`src/rtl/mem_arb_pkg.sv`:
```
// rtl/mem_arb_pkg.sv - shared encodings and defaults for the unified-memory port arbiter
package mem_arb_pkg;

   typedef enum logic [1:0] {
      IDLE  = 2'd0,
      ISSUE = 2'd1,
      WAIT  = 2'd2,
      DONE  = 2'd3
   } arb_state_e;

   typedef enum logic {
      OWN_CPU = 1'b0,
      OWN_LD  = 1'b1
   } owner_e;

   localparam int MEM_LAT_DEF    = 2;
   localparam int STARVE_MAX_DEF = 4;
   // Wide enough for MEM_LAT up to 15
   localparam int WAIT_W         = 4;

endpackage

```
`src/rtl/mem_arb_pick.sv`:
```
// rtl/mem_arb_pick.sv - CPU-priority pick with a saturating loader starvation counter
module mem_arb_pick
   import mem_arb_pkg::*;
#(
   parameter int STARVE_MAX = STARVE_MAX_DEF
) (
   input  logic   clk,
   input  logic   Reset,
   input  logic   in_idle,
   input  logic   cpu_req,
   input  logic   ld_req,
   output logic   win_valid,
   output owner_e win_owner
);
   localparam int SW = $clog2(STARVE_MAX + 1);

   logic [SW-1:0] starve_cnt_q, starve_cnt_d;
   logic          starved;

   assign starved = (starve_cnt_q == SW'(STARVE_MAX));

   always_comb begin
      win_valid    = in_idle && (cpu_req || ld_req);
      win_owner    = (ld_req && (!cpu_req || starved)) ? OWN_LD : OWN_CPU;
      starve_cnt_d = starve_cnt_q;
      // Only the arbitration cycle moves the counter; a lone ld_req blip mid-access is ignored
      if (in_idle) begin
         if (!ld_req || win_owner == OWN_LD) begin
            starve_cnt_d = '0;
         end else if (!starved) begin
            starve_cnt_d = starve_cnt_q + SW'(1);
         end
      end
   end

   always_ff @(posedge clk) begin
      if (Reset) begin
         starve_cnt_q <= '0;
      end else begin
         starve_cnt_q <= starve_cnt_d;
      end
   end

endmodule

```
`src/rtl/mem_port_arbiter.sv`:
```
// rtl/mem_port_arbiter.sv - shares the single-port memory between CPU and loader, one access at a time
module mem_port_arbiter
   import mem_arb_pkg::*;
#(
   parameter int ADDR_W     = 16,
   parameter int DATA_W     = 32,
   parameter int MEM_LAT    = MEM_LAT_DEF,
   parameter int STARVE_MAX = STARVE_MAX_DEF
) (
   input  logic              clk,
   input  logic              Reset,
   input  logic              cpu_req,
   input  logic              cpu_we,
   input  logic [ADDR_W-1:0] cpu_addr,
   input  logic [DATA_W-1:0] cpu_wdata,
   output logic              cpu_gnt,
   output logic              cpu_done,
   output logic [DATA_W-1:0] cpu_rdata,
   input  logic              ld_req,
   input  logic              ld_we,
   input  logic [ADDR_W-1:0] ld_addr,
   input  logic [DATA_W-1:0] ld_wdata,
   output logic              ld_gnt,
   output logic              ld_done,
   output logic [DATA_W-1:0] ld_rdata,
   output logic              mem_en,
   output logic              mem_we,
   output logic [ADDR_W-1:0] mem_addr,
   output logic [DATA_W-1:0] mem_wdata,
   input  logic [DATA_W-1:0] mem_rdata,
   output logic              busy
);
   arb_state_e        state_q, state_d;
   owner_e            owner_q, owner_d;
   logic              we_q, we_d;
   logic [WAIT_W-1:0] wait_q, wait_d;
   logic              cpu_gnt_q, cpu_gnt_d, ld_gnt_q, ld_gnt_d;
   logic              cpu_done_q, cpu_done_d, ld_done_q, ld_done_d;
   logic              mem_en_q, mem_en_d, mem_we_q, mem_we_d;
   logic [ADDR_W-1:0] mem_addr_q, mem_addr_d;
   logic [DATA_W-1:0] mem_wdata_q, mem_wdata_d;
   logic [DATA_W-1:0] cpu_rdata_q, cpu_rdata_d, ld_rdata_q, ld_rdata_d;
   logic              win_valid;
   owner_e            win_owner;

   mem_arb_pick #(.STARVE_MAX(STARVE_MAX)) u_pick (
      .clk       (clk),
      .Reset     (Reset),
      .in_idle   (state_q == IDLE),
      .cpu_req   (cpu_req),
      .ld_req    (ld_req),
      .win_valid (win_valid),
      .win_owner (win_owner)
   );

   always_comb begin
      state_d     = state_q;
      owner_d     = owner_q;
      we_d        = we_q;
      wait_d      = wait_q;
      cpu_gnt_d   = 1'b0;
      ld_gnt_d    = 1'b0;
      cpu_done_d  = 1'b0;
      ld_done_d   = 1'b0;
      mem_en_d    = 1'b0;
      mem_we_d    = 1'b0;
      mem_addr_d  = '0;
      mem_wdata_d = '0;
      cpu_rdata_d = cpu_rdata_q;
      ld_rdata_d  = ld_rdata_q;
      case (state_q)
         IDLE: begin
            // The registered mem_* strobe is the latched copy the ISSUE cycle presents
            if (win_valid) begin
               state_d = ISSUE;
               owner_d = win_owner;
               if (win_owner == OWN_LD) begin
                  we_d        = ld_we;
                  mem_addr_d  = ld_addr;
                  mem_wdata_d = ld_wdata;
                  ld_gnt_d    = 1'b1;
               end else begin
                  we_d        = cpu_we;
                  mem_addr_d  = cpu_addr;
                  mem_wdata_d = cpu_wdata;
                  cpu_gnt_d   = 1'b1;
               end
               mem_en_d = 1'b1;
               mem_we_d = we_d;
            end
         end
         ISSUE: begin
            state_d = WAIT;
            wait_d  = WAIT_W'(MEM_LAT - 1);
         end
         WAIT: begin
            if (wait_q == '0) begin
               state_d = DONE;
               if (owner_q == OWN_LD) begin
                  ld_done_d = 1'b1;
                  if (!we_q) ld_rdata_d = mem_rdata;
               end else begin
                  cpu_done_d = 1'b1;
                  if (!we_q) cpu_rdata_d = mem_rdata;
               end
            end else begin
               wait_d = wait_q - WAIT_W'(1);
            end
         end
         DONE:    state_d = IDLE;
         default: state_d = IDLE;
      endcase
   end

   always_ff @(posedge clk) begin
      if (Reset) begin
         state_q     <= IDLE;
         owner_q     <= OWN_CPU;
         we_q        <= 1'b0;
         wait_q      <= '0;
         cpu_gnt_q   <= 1'b0;
         ld_gnt_q    <= 1'b0;
         cpu_done_q  <= 1'b0;
         ld_done_q   <= 1'b0;
         mem_en_q    <= 1'b0;
         mem_we_q    <= 1'b0;
         mem_addr_q  <= '0;
         mem_wdata_q <= '0;
         cpu_rdata_q <= '0;
         ld_rdata_q  <= '0;
      end else begin
         state_q     <= state_d;
         owner_q     <= owner_d;
         we_q        <= we_d;
         wait_q      <= wait_d;
         cpu_gnt_q   <= cpu_gnt_d;
         ld_gnt_q    <= ld_gnt_d;
         cpu_done_q  <= cpu_done_d;
         ld_done_q   <= ld_done_d;
         mem_en_q    <= mem_en_d;
         mem_we_q    <= mem_we_d;
         mem_addr_q  <= mem_addr_d;
         mem_wdata_q <= mem_wdata_d;
         cpu_rdata_q <= cpu_rdata_d;
         ld_rdata_q  <= ld_rdata_d;
      end
   end

   assign cpu_gnt   = cpu_gnt_q;
   assign ld_gnt    = ld_gnt_q;
   assign cpu_done  = cpu_done_q;
   assign ld_done   = ld_done_q;
   assign cpu_rdata = cpu_rdata_q;
   assign ld_rdata  = ld_rdata_q;
   assign mem_en    = mem_en_q;
   assign mem_we    = mem_we_q;
   assign mem_addr  = mem_addr_q;
   assign mem_wdata = mem_wdata_q;
   assign busy      = (state_q != IDLE);

endmodule
```
`config.mk`:
```
export PLATFORM = sky130hd
export DESIGN_NAME = mem_port_arbiter
export DESIGN_NICKNAME = d
export VERILOG_FILES = /design/src/rtl/mem_arb_pkg.sv /design/src/rtl/mem_arb_pick.sv /design/src/rtl/mem_port_arbiter.sv
export SDC_FILE = /design/constraint.sdc
export NUM_CORES = 1
export LEC_CHECK = 0
export ABC_CLOCK_PERIOD_IN_PS = 3410
export CAP_MARGIN = 20
export CELL_PAD_IN_SITES_DETAIL_PLACEMENT = 1
export CELL_PAD_IN_SITES_GLOBAL_PLACEMENT = 1
export CORE_MARGIN = 10
export CORE_UTILIZATION = 32
export CTS_CLUSTER_SIZE = 40
export DETAILED_ROUTE_END_ITERATION = 8
export PLACE_DENSITY_LB_ADDON = 0.1
export SLEW_MARGIN = 20
export SYNTH_ARGS = -nofsm -noshare
export SYNTH_HDL_FRONTEND = slang
export SYNTH_HIERARCHICAL = 1
export SYNTH_SLANG_ARGS = --single-unit
```
`constraint.sdc`:
```
create_clock -name clk -period 3.41 [get_ports clk]
set_input_delay 0.682 -clock clk [delete_from_list [all_inputs] [get_ports clk]]
set_output_delay 0.682 -clock clk [all_outputs]
set_load 0.01 [all_outputs]
```
==> summary.txt, run 1 <==
Worst setup path
  – Cell mode on critical path: inv_1
  – CP Capture Type: output port
  – CP Data Arrival Time: 1.87 ns
  – Crit path max fanout: 11
  – Worst stage delay on the critical path: 0.51 ns
  – CP cell instances: inv_1, ha_1, inv_1, clkdlybuf4s50_1
  – Top cell family by delay on the critical path: buffers and inverters
  – CP startpoint kind: flop
  – WP buf/inv: 3
  – Req. time, crit path: 2.73 ns
  – Worst setup path class: reg -> out
  – Slowest stage cell, crit path: clkdlybuf4s50_1
  – R2R depth: 6
  – Critical Path Stages: 4

Global route
  – Largest net degree at the start of global routing: 66
  – Global-route wire length before repair: 27.1 mm
  – Global Route Usage Sum: 0.162
  – Grt ovf: 0
  – Initial antenna violation count: 0
  – Vias in the first global route: 4,901

Synth
  – Post-synth EDFFs: 0
  – Post-synth ARST share: 0
  – Synth Warn #: 6
  – Synth top area cells: dfxtp_1 51%, mux2i_1 23%, nand2b_1 12%
  – Most used DFF post-synth: dfxtp_1
  – Post-synth top area cell: dfxtp_1
  – Synthesized net count: 621
  – #FFs+latches synth: 129
  – Syn_area_per_cell: 10.6 um^2
  – Gate Count Post-Synth: 482
  – Yosys top cell area share: 0.507
  – Sequential fraction of the synthesis area: 0.507
  – Mapped cell area: 5090 um^2
  – Post-synth cell types: 36

STA
  – Maximum clock frequency: 392 MHz
  – Setup violations, final: 0
  – Final WS setup: 0.860 ns
  – RSZ-0062 raised after global routing: no
  – Slew margin rel.: 0.456
  – Minimum clock period: 2.55 ns
  – Fin. Hold Viols: 0
  – Fin. max-slew vios: 0
  – Slew @ Worst Pin: 0.811 ns
  – Final Skew: 0.00744 ns
  – Final Cycle Share: 0.748
  – Total negative slack: 0 ns

Placement
  – Placed cells: 925
  – Post-DP Area: 7800 um^2
  – Placer Congestion: 0.763
  – DP HPWL: 14.0 mm
  – DP Worst Slack: 0.868 ns
  – Port-buffer cells: 252

Die
  – Die W: 146 um
  – Rows: 46
  – Core area: 15,700 um^2
  – Die Y-Extent: 146 um
  – Total Die Area: 21,400 um^2
  – Initial Util: 0.324
  – # IOs: 253

Route
  – Vias: 4,250
  – Antenna Nets Post-Route: 0
  – DRT iter0 DRCs: 97
  – Routed wl met2: 8.56 mm
  – Highest Signal Layer: met4
  – Met3 wire len: 2.27 mm
  – Drt total wl: 17.5 mm
  – Routed met1 length: 6.38 mm
  – Drt via density: 4.44
  – DRC: 0
  – WL/cell: 18.2 um
  – Pre-antenna DRT Iters: 4

Power
  – Total power: 4.99 mW
  – Leak Pwr: 3.32 nW
  – Clock network power share: 0.395
  – Sw Share: 0.263
  – Sequential share of power: 0.356
  – PD cells: 591 nW/um^2
  – Net Sw Power: 1.31 mW
  – P_int: 3.68 mW
  – Worst VDD drop: 0.000346 V
  – Combinational Power Share: 0.249

Run
  – Max cap viols: 0

Min path
  – HP Class: reg -> reg
  – Hold path depth: 2

Clocking
  – Clock Latency Late Sink: 0.41 ns
  – TritonCTS Buffers: 17
  – Root Buffer: clkbuf_16
  – Post-CTS Resized: 0
  – H-Tree Level Count: 4
  – Clock-pin slew on the worst setup and hold paths: 0.05 ns
  – Post-CTS setup repair buffer count: 0
  – Quantity of hold-fixing buffers added after cts: 0
  – TritonCTS clock tree: yes
  – CTS Buffer Depth: 2
  – Clk sinks: 129

Status
  – Status: completed

Final layout
  – Share of cells above drive strength 1: 0.0594
  – Area grow syn2layout: 65.9%
  – Non-Filler Instances: 957
  – Finished Cell Area: 8450 um^2
  – Inserted Diodes: 0
  – Nets: 867
[path summary, 6_finish.rpt]
kind,startpoint,endpoint,slack (ns)
worst max-delay path,state_q[0]$_SDFFE_PP0P_,busy,0.86
worst min-delay path,ld_rdata[10]$_SDFFE_PP0P_,ld_rdata[10]$_SDFFE_PP0P_,0.47
worst max register to register,wait_q[0]$_SDFFE_PP0P_,ld_rdata[3]$_SDFFE_PP0P_,0.98
worst min register to register,ld_rdata[10]$_SDFFE_PP0P_,ld_rdata[10]$_SDFFE_PP0P_,0.47
[flip-flops by register name (all words and copies together) (netlist names)]
name and count:
ld_gnt 1, ld_done 1, ld_rdata 32, mem_wdata 32, mem_we 1, wait_q 4
we_q 1, owner_q 1, cpu_done 1, mem_en 1, state_q 2, cpu_rdata 32
u_pick/starve_cnt_q 3, cpu_gnt 1, mem_addr 16
[area by class of cell]
cell class	instances	area, um^2
well taps	216	270
fillers	1690	7260
repair buffers	259	2590
clock inverters	11	184
multi-input cells	312	2320
inverters	9	33.8
clock buffers	21	460
flip-flops and latches	129	2580
[power by group through the flow]
| stage | Clock (mW) | Sequential (mW) | Combinational (mW) |
|---|---|---|---|
| 6_report | 1.97 | 1.78 | 1.24 |
| 3_3_place_gp | 0 | 1.81 | 1.23 |
| 4_1_cts | 2.02 | 1.78 | 1.27 |
| 5_1_grt | 2.09 | 1.80 | 1.36 |
| 2_1_floorplan | 0 | 1.88 | 0.558 |
| 3_5_place_dp | 0 | 1.81 | 1.27 |
[layout by cell type, fill, tap and decap left out, types with 2 or more instances in the layout]
cell             instances
bufinv_16                5
inv_1                    9
clkdlybuf4s50_1        251
mux2i_1                115
buf_4                    5
clkbuf_1                 2
clkbuf_8                 2
o21a_1                   2
nor2b_1                  2
ha_1                     5
nand2_1                  4
o21ai_0                  2
dfxtp_1                129
clkbuf_16               17
buf_12                   2
a21oi_1                  5
nand2b_1                98
nor3_1                   3
clkinv_2                 5
a21boi_2                 2
nor3b_1                  2
nand4_1                  3
nor2_1                  52
[kinds of logic (layout without fill, tap and decap cells)]
kind of cell / Yosys count / after routing / share of synthesized area
adder cells (fa/ha/maj): 5 / 5 / 0.0123
XOR/XNOR: 2 / 2 / 0.00344
AND/OR/NAND/NOR: 173 / 173 / 0.190
AO/OA/AOI/OAI: 17 / 17 / 0.0241
flip-flops: 129 / 129 / 0.507
buffers and inverters: 41 / 300 / 0.0369
multiplexers: 115 / 115 / 0.226
[Yosys cell counts (all sizes together), types with 2 or more instances]
library cell / count
nand4: 3
mux2i: 115
nand2b: 98
nor2b: 2
dfxtp: 129
inv: 9
ha: 5
a21oi: 5
a21boi: 2
clkbuf: 21
nand2: 4
o21ai: 2
nor3: 4
o21a: 2
buf: 11
nor2: 52
nor3b: 2
[through the flow]
| stage | utilization | hold WS, ns |
|---|---|---|
| CTS | 0.538 | 0.480 |
| finish | 0.538 | 0.475 |
| detailed placement | 0.497 | 0.470 |
| global placement | 0.497 | 0.458 |
| floorplan | - | 0.469 |
| global route | 0.538 | 0.498 |
[metal layers]
layer	vias up	global-route usage
met5	-	0
met4	0	0.0546
met3	15	0.110
met2	181	0.278
met1	1968	0.152
li1	2086	-
[worst reg2reg max path, cell delays in order (launching register included)]
cell and delay, ns:
dfxtp_1 0.35, inv_1 0.08, ha_1 0.20, nor3b_1 0.36
nand4b_1 0.71, buf_12 0.46, mux2i_1 0.21
Note: power is estimated with default switching activity, not from simulation.
==> run 2: changes to the inputs <==
ABC_CLOCK_PERIOD_IN_PS = 2500   (was 3410)
CORE_UTILIZATION = 30   (was 32)
clock period = 2.5 ns   (was 3.41 ns; I/O delays follow)
==> summary.txt, run 2 (synthesis gave the netlist of run 1 again) <==
Worst setup path
  – Worst reg2reg setup slack: 0.45 ns (was 0.98 ns)
  – Worst r2r src: wait_q[0]$_SDFFE_PP0P_ (unchanged)
  – CP startpoint kind: flop (unchanged)
  – CP Capture Type: output port (unchanged)
  – Worst setup path class: reg -> out (unchanged)
  – R2R depth: 6 (unchanged)
  – Reg2reg end: cpu_rdata[22]$_SDFFE_PP0P_ (was ld_rdata[3]$_SDFFE_PP0P_)
  – Crit path max fanout: 4 (was 11)
  – CP Data Arrival Time: 1.70 ns (was 1.87 ns)
  – Req. time, crit path: 2.00 ns (was 2.73 ns)

STA
  – Slew margin rel.: 0.697 (was 0.456)
  – Minimum clock period: 2.20 ns
  – Slew @ Worst Pin: 0.454 ns (was 0.811 ns)
  – Fin. max-slew vios: 0 (unchanged)
  – RSZ-0062 raised after global routing: no (unchanged)
  – Maximum clock frequency: 455 MHz
  – Setup violations, final: 0 (unchanged)
  – Fin. Hold Viols: 0 (unchanged)
  – Final Skew: 0.00540 ns (was 0.00744 ns)
  – Total negative slack: 0 ns (unchanged)
  – Final Cycle Share: 0.878

Global route
  – Global Route Usage Sum: 0.162 (about the same)
  – Global-route wire length before repair: 28.1 mm (was 27.1 mm)
  – Vias in the first global route: 4,863 (was 4,901)
  – Largest net degree at the start of global routing: 85 (was 66)
  – Initial antenna violation count: 0 (unchanged)
  – Grt ovf: 0 (unchanged)

Power
  – Net Sw Power: 1.83 mW (was 1.31 mW)
  – Sequential share of power: 0.360 (was 0.356)
  – Total power: 6.74 mW (was 4.99 mW)
  – Worst VDD drop: 0.000465 V (was 0.000346 V)
  – Combinational Power Share: 0.259 (was 0.249)
  – Sw Share: 0.271 (was 0.263)
  – Clock network power share: 0.381 (was 0.395)
  – P_int: 4.91 mW (was 3.68 mW)
  – PD cells: 795 nW/um^2 (was 591 nW/um^2)
  – Leak Pwr: 3.32 nW (about the same)

Min path
  – Min-delay src: cpu_rdata[12]$_SDFFE_PP0P_ (was ld_rdata[10]$_SDFFE_PP0P_)
  – HP Class: reg -> reg (unchanged)
  – Hold endpoint: cpu_rdata[12]$_SDFFE_PP0P_ (was ld_rdata[10]$_SDFFE_PP0P_)
  – Hold path depth: 2 (unchanged)

Route
  – WL/cell: 18.8 um (was 18.2 um)
  – DRC: 0 (unchanged)
  – Pre-antenna DRT Iters: 4 (unchanged)
  – Antenna Nets Post-Route: 0 (unchanged)
  – Drt via density: 4.46 (was 4.44)
  – Vias: 4,294 (was 4,250)
  – Drt total wl: 18.1 mm (was 17.5 mm)
  – DRT iter0 DRCs: 117 (was 97)

Final layout
  – Most frequent cells in the layout: 251 x clkdlybuf4s50_1, 129 x dfxtp_1, 115 x mux2i_1 (unchanged)
  – Final Core Density: 0.511 (was 0.538)
  – Multi-input gate area: 2320 um^2 (unchanged)
  – Filler Cells Inserted: 1,810 (was 1,690)
  – Nets: 869 (was 867)
  – Register area: 2580 um^2 (unchanged)
  – Most common cell after layout, fill and taps aside: clkdlybuf4s50_1 (unchanged)
  – Inserted Diodes: 0 (unchanged)
  – Finished Cell Area: 8480 um^2 (was 8450 um^2)
  – Area grow syn2layout: 66.5% (was 65.9%)
  – Share of cells above drive strength 1: 0.0619 (was 0.0594)

Die
  – Initial Util: 0.307 (was 0.324)
  – Rows: 47 (was 46)
  – Die Y-Extent: 150 um (was 146 um)
  – # IOs: 253 (unchanged)
  – Die W: 150 um (was 146 um)
  – Core area: 16,600 um^2 (was 15,700 um^2)
  – Total Die Area: 22,600 um^2 (was 21,400 um^2)

Clocking
  – Quantity of hold-fixing buffers added after cts: 0 (unchanged)
  – TritonCTS Buffers: 17 (unchanged)
  – Clock-pin slew on the worst setup and hold paths: 0.05 ns (about the same)
  – CTS Buffer Depth: 2 (unchanged)
  – Post-CTS setup repair buffer count: 0 (unchanged)
  – Clk sinks: 129 (unchanged)
  – TritonCTS clock tree: yes (unchanged)
  – Clock Latency Late Sink: 0.41 ns (about the same)
  – Root Buffer: clkbuf_16 (unchanged)
  – Post-CTS Resized: 0 (unchanged)
  – H-Tree Level Count: 4 (unchanged)

Placement
  – DP HPWL: 14.2 mm (was 14.0 mm)
  – Post-DP Area: 7860 um^2 (was 7800 um^2)
  – Placer Congestion: 0.721 (was 0.763)
  – Port-buffer cells: 252 (unchanged)

Status
  – Status: completed (unchanged)

Run
  – Max cap viols: 0 (unchanged)
[run 2: area by class of cell]
cell class | count | area share
clock buffers | 23 | 0.0576
clock inverters | 9 | 0.0152
inverters | 9 | 0.00398
multi-input cells | 312 | 0.274
flip-flops and latches | 129 | 0.305
well taps | 220 | 0.0325
repair buffers | 261 | 0.312
[run 2: per-layer routing]
layer,part of all wire,global-route usage,vias to the layer above
met3,0.14,0.106,21
met2,0.48,0.268,184
met1,0.36,0.159,2000
li1,-,-,2089
met5,0,0,-
met4,0.015,0.0593,0
[run 2: worst max path at each step]
stage                                  from                        to  slack [ns]  cells after the start
global placement                    cpu_req  mem_wdata[22]$_SDFF_PP0_        0.42                      6
floorplan                           cpu_req   mem_wdata[0]$_SDFF_PP0_        0.56                      6
CTS                 state_q[1]$_SDFFE_PP0P_                      busy        0.26                      4
finish              state_q[1]$_SDFFE_PP0P_                      busy        0.30                      4
detailed placement                   ld_req         ld_gnt$_SDFF_PP0_        0.38                      7
global route        state_q[1]$_SDFFE_PP0P_                      busy        0.17                      4
[run 2: power groups by stage]
stage / combinational [mW] / clock [mW] / sequential [mW]
floorplan: 0.762 / 0 / 2.56
global placement: 1.73 / 0 / 2.46
detailed placement: 1.77 / 0 / 2.47
CTS: 1.79 / 2.64 / 2.44
global route: 1.91 / 2.74 / 2.46
finish: 1.75 / 2.57 / 2.43
[run 2: stage by stage]
| step | hold WS [ns] | std cells | setup WS, ns |
|---|---|---|---|
| 2_1_floorplan | 0.469 | 482 | 0.558 |
| 3_3_place_gp | 0.458 | 931 | 0.423 |
| 3_5_place_dp | 0.468 | 931 | 0.381 |
| 4_1_cts | 0.480 | 963 | 0.256 |
| 5_1_grt | 0.498 | 963 | 0.172 |
| 6_report | 0.472 | 963 | 0.304 |
[run 2: worst max-delay path, cell delays in order, from the launching register on]
cell             delay [ns]
dfxtp_1                0.35
inv_1                  0.05
ha_1                   0.23
inv_1                  0.10
clkdlybuf4s50_1        0.54
==> run 3: changes to the inputs <==
MAX_ROUTING_LAYER = met4   (was not set)
==> summary.txt, run 3 (synthesis gave the netlist of run 1 again) <==
Worst setup path
  – CP Capture Type: output port (unchanged)
  – CP startpoint kind: flop (unchanged)
  – Crit path max fanout: 4 (unchanged)
  – Req. time, crit path: 2.00 ns (about the same)
  – Worst reg2reg setup slack: 0.44 ns (was 0.45 ns)
  – Worst r2r src: wait_q[0]$_SDFFE_PP0P_ (unchanged)
  – R2R depth: 6 (unchanged)
  – CP Data Arrival Time: 1.69 ns (was 1.70 ns)
  – Worst setup path class: reg -> out (unchanged)
  – Reg2reg end: cpu_rdata[22]$_SDFFE_PP0P_ (unchanged)

Placement
  – Placer Congestion: 0.728 (was 0.721)
  – Port-buffer cells: 252 (unchanged)
  – Post-DP Area: 7860 um^2 (unchanged)
  – DP HPWL: 14.2 mm (unchanged)

Clocking
  – Clock-pin slew on the worst setup and hold paths: 0.05 ns (about the same)
  – CTS Buffer Depth: 2 (unchanged)
  – Root Buffer: clkbuf_16 (unchanged)
  – Quantity of hold-fixing buffers added after cts: 0 (unchanged)
  – TritonCTS clock tree: yes (unchanged)
  – Post-CTS setup repair buffer count: 0 (unchanged)
  – Post-CTS Resized: 0 (unchanged)
  – TritonCTS Buffers: 17 (unchanged)
  – Clock Latency Late Sink: 0.41 ns (about the same)
  – Clk sinks: 129 (unchanged)
  – H-Tree Level Count: 4 (unchanged)

Route
  – Antenna Nets Post-Route: 0 (unchanged)
  – Pre-antenna DRT Iters: 4 (unchanged)
  – Highest Signal Layer: met4 (unchanged)
  – DRC: 0 (unchanged)
  – Vias: 4,304 (was 4,294)
  – Routed wl met2: 8.69 mm (was 8.74 mm)
  – DRT iter0 DRCs: 115 (was 117)
  – Met3 wire len: 2.58 mm (was 2.53 mm)
  – Routed met1 length: 6.58 mm (was 6.56 mm)
  – Drt total wl: 18.1 mm (about the same)
  – WL/cell: 18.8 um (about the same)
  – Drt via density: 4.47 (was 4.46)

Global route
  – Grt ovf: 0 (unchanged)
  – Global Route Usage Sum: 0.166 (was 0.162)
  – Global-route wire length before repair: 28.0 mm (was 28.1 mm)
  – Largest net degree at the start of global routing: 85 (unchanged)
  – Vias in the first global route: 4,897 (was 4,863)
  – Initial antenna violation count: 0 (unchanged)

STA
  – RSZ-0062 raised after global routing: no (unchanged)
  – Fin. Hold Viols: 0 (unchanged)
  – Total negative slack: 0 ns (unchanged)
  – Fin. max-slew vios: 0 (unchanged)
  – Final Skew: 0.00632 ns (was 0.00540 ns)
  – Minimum clock period: 2.19 ns (was 2.20 ns)
  – Setup violations, final: 0 (unchanged)
  – Slew margin rel.: 0.696 (was 0.697)
  – Slew @ Worst Pin: 0.456 ns (was 0.454 ns)
  – Maximum clock frequency: 456 MHz (was 455 MHz)
  – Final Cycle Share: 0.877 (was 0.878)

Die
  – Total Die Area: 22,600 um^2 (unchanged)
  – Rows: 47 (unchanged)
  – Die Y-Extent: 150 um (unchanged)
  – # IOs: 253 (unchanged)
  – Die W: 150 um (unchanged)
  – Initial Util: 0.307 (unchanged)
  – Core area: 16,600 um^2 (unchanged)

Min path
  – Hold endpoint: cpu_rdata[12]$_SDFFE_PP0P_ (unchanged)
  – Hold path depth: 2 (unchanged)
  – HP Class: reg -> reg (unchanged)
  – Min-delay src: cpu_rdata[12]$_SDFFE_PP0P_ (unchanged)

Final layout
  – Share of cells above drive strength 1: 0.0619 (unchanged)
  – Most frequent cells in the layout: 251 x clkdlybuf4s50_1, 129 x dfxtp_1, 115 x mux2i_1 (unchanged)
  – Area grow syn2layout: 66.5% (unchanged)
  – Inserted Diodes: 0 (unchanged)
  – Nets: 869 (unchanged)
  – Most common cell after layout, fill and taps aside: clkdlybuf4s50_1 (unchanged)
  – Filler Cells Inserted: 1,810 (unchanged)
  – Finished Cell Area: 8480 um^2 (unchanged)

Run
  – Max cap viols: 0 (unchanged)

Status
  – Status: completed (unchanged)

Power
  – PD cells: 796 nW/um^2 (was 795 nW/um^2)
  – Leak Pwr: 3.32 nW (unchanged)
  – Worst VDD drop: 0.000463 V (was 0.000465 V)
## run 3: cell counts in the layout (fill, tap and decap cells not counted)
Identical to the previous run, type by type.
## run 3: layout make-up
type	count	area, um^2	share of cell area
clock buffers	23	488	0.0576
flip-flops and latches	129	2580	0.305
inverters	9	33.8	0.00398
repair buffers	261	2650	0.312
multi-input cells	312	2320	0.274
well taps	220	275	0.0325
clock inverters	9	129	0.0152
## run 3: worst max-delay path, stage by stage (launching register included)
cell and delay, ns:
dfxtp_1 0.35, inv_1 0.05, ha_1 0.23, inv_1 0.10, clkdlybuf4s50_1 0.54
## run 3: per-stage QoR
step	setup WS (ns)	hold slack [ns]	power, mW	instances	util
2_1_floorplan	0.558	0.469	3.32	482	-
3_3_place_gp	0.423	0.458	4.19	931	0.474
3_5_place_dp	0.381	0.468	4.25	931	0.474
4_1_cts	0.256	0.480	6.87	963	0.511
5_1_grt	0.172	0.498	7.11	963	0.511
6_report	0.309	0.472	6.75	963	0.511
## run 3: how the worst max path moves through the flow
stage	startpoint	endpoint	slack [ns]	cells past startpoint
after floorplan	cpu_req	mem_wdata[0]$_SDFF_PP0_	0.56	6
after global placement	cpu_req	mem_wdata[22]$_SDFF_PP0_	0.42	6
after detailed placement	ld_req	ld_gnt$_SDFF_PP0_	0.38	7
after CTS	state_q[1]$_SDFFE_PP0P_	busy	0.26	4
after global routing	state_q[1]$_SDFFE_PP0P_	busy	0.17	4
final	state_q[1]$_SDFFE_PP0P_	busy	0.31	4
## run 3: power breakdown
group | leakage (nW) | internal (mW) | switching (mW)
registers | 1.05 | 2.31 | 0.119
clock network | 0.299 | 1.67 | 0.898
logic | 1.97 | 0.933 | 0.814
total | 3.32 | 4.92 | 1.83
## run 3: per-layer routing
| metal | up-vias | track usage |
|---|---|---|
| li1 | 2089 | - |
| met1 | 2008 | 0.158 |
| met2 | 185 | 0.268 |
| met3 | 22 | 0.108 |
| met4 | 0 | 0.0593 |
| met5 | - | - |
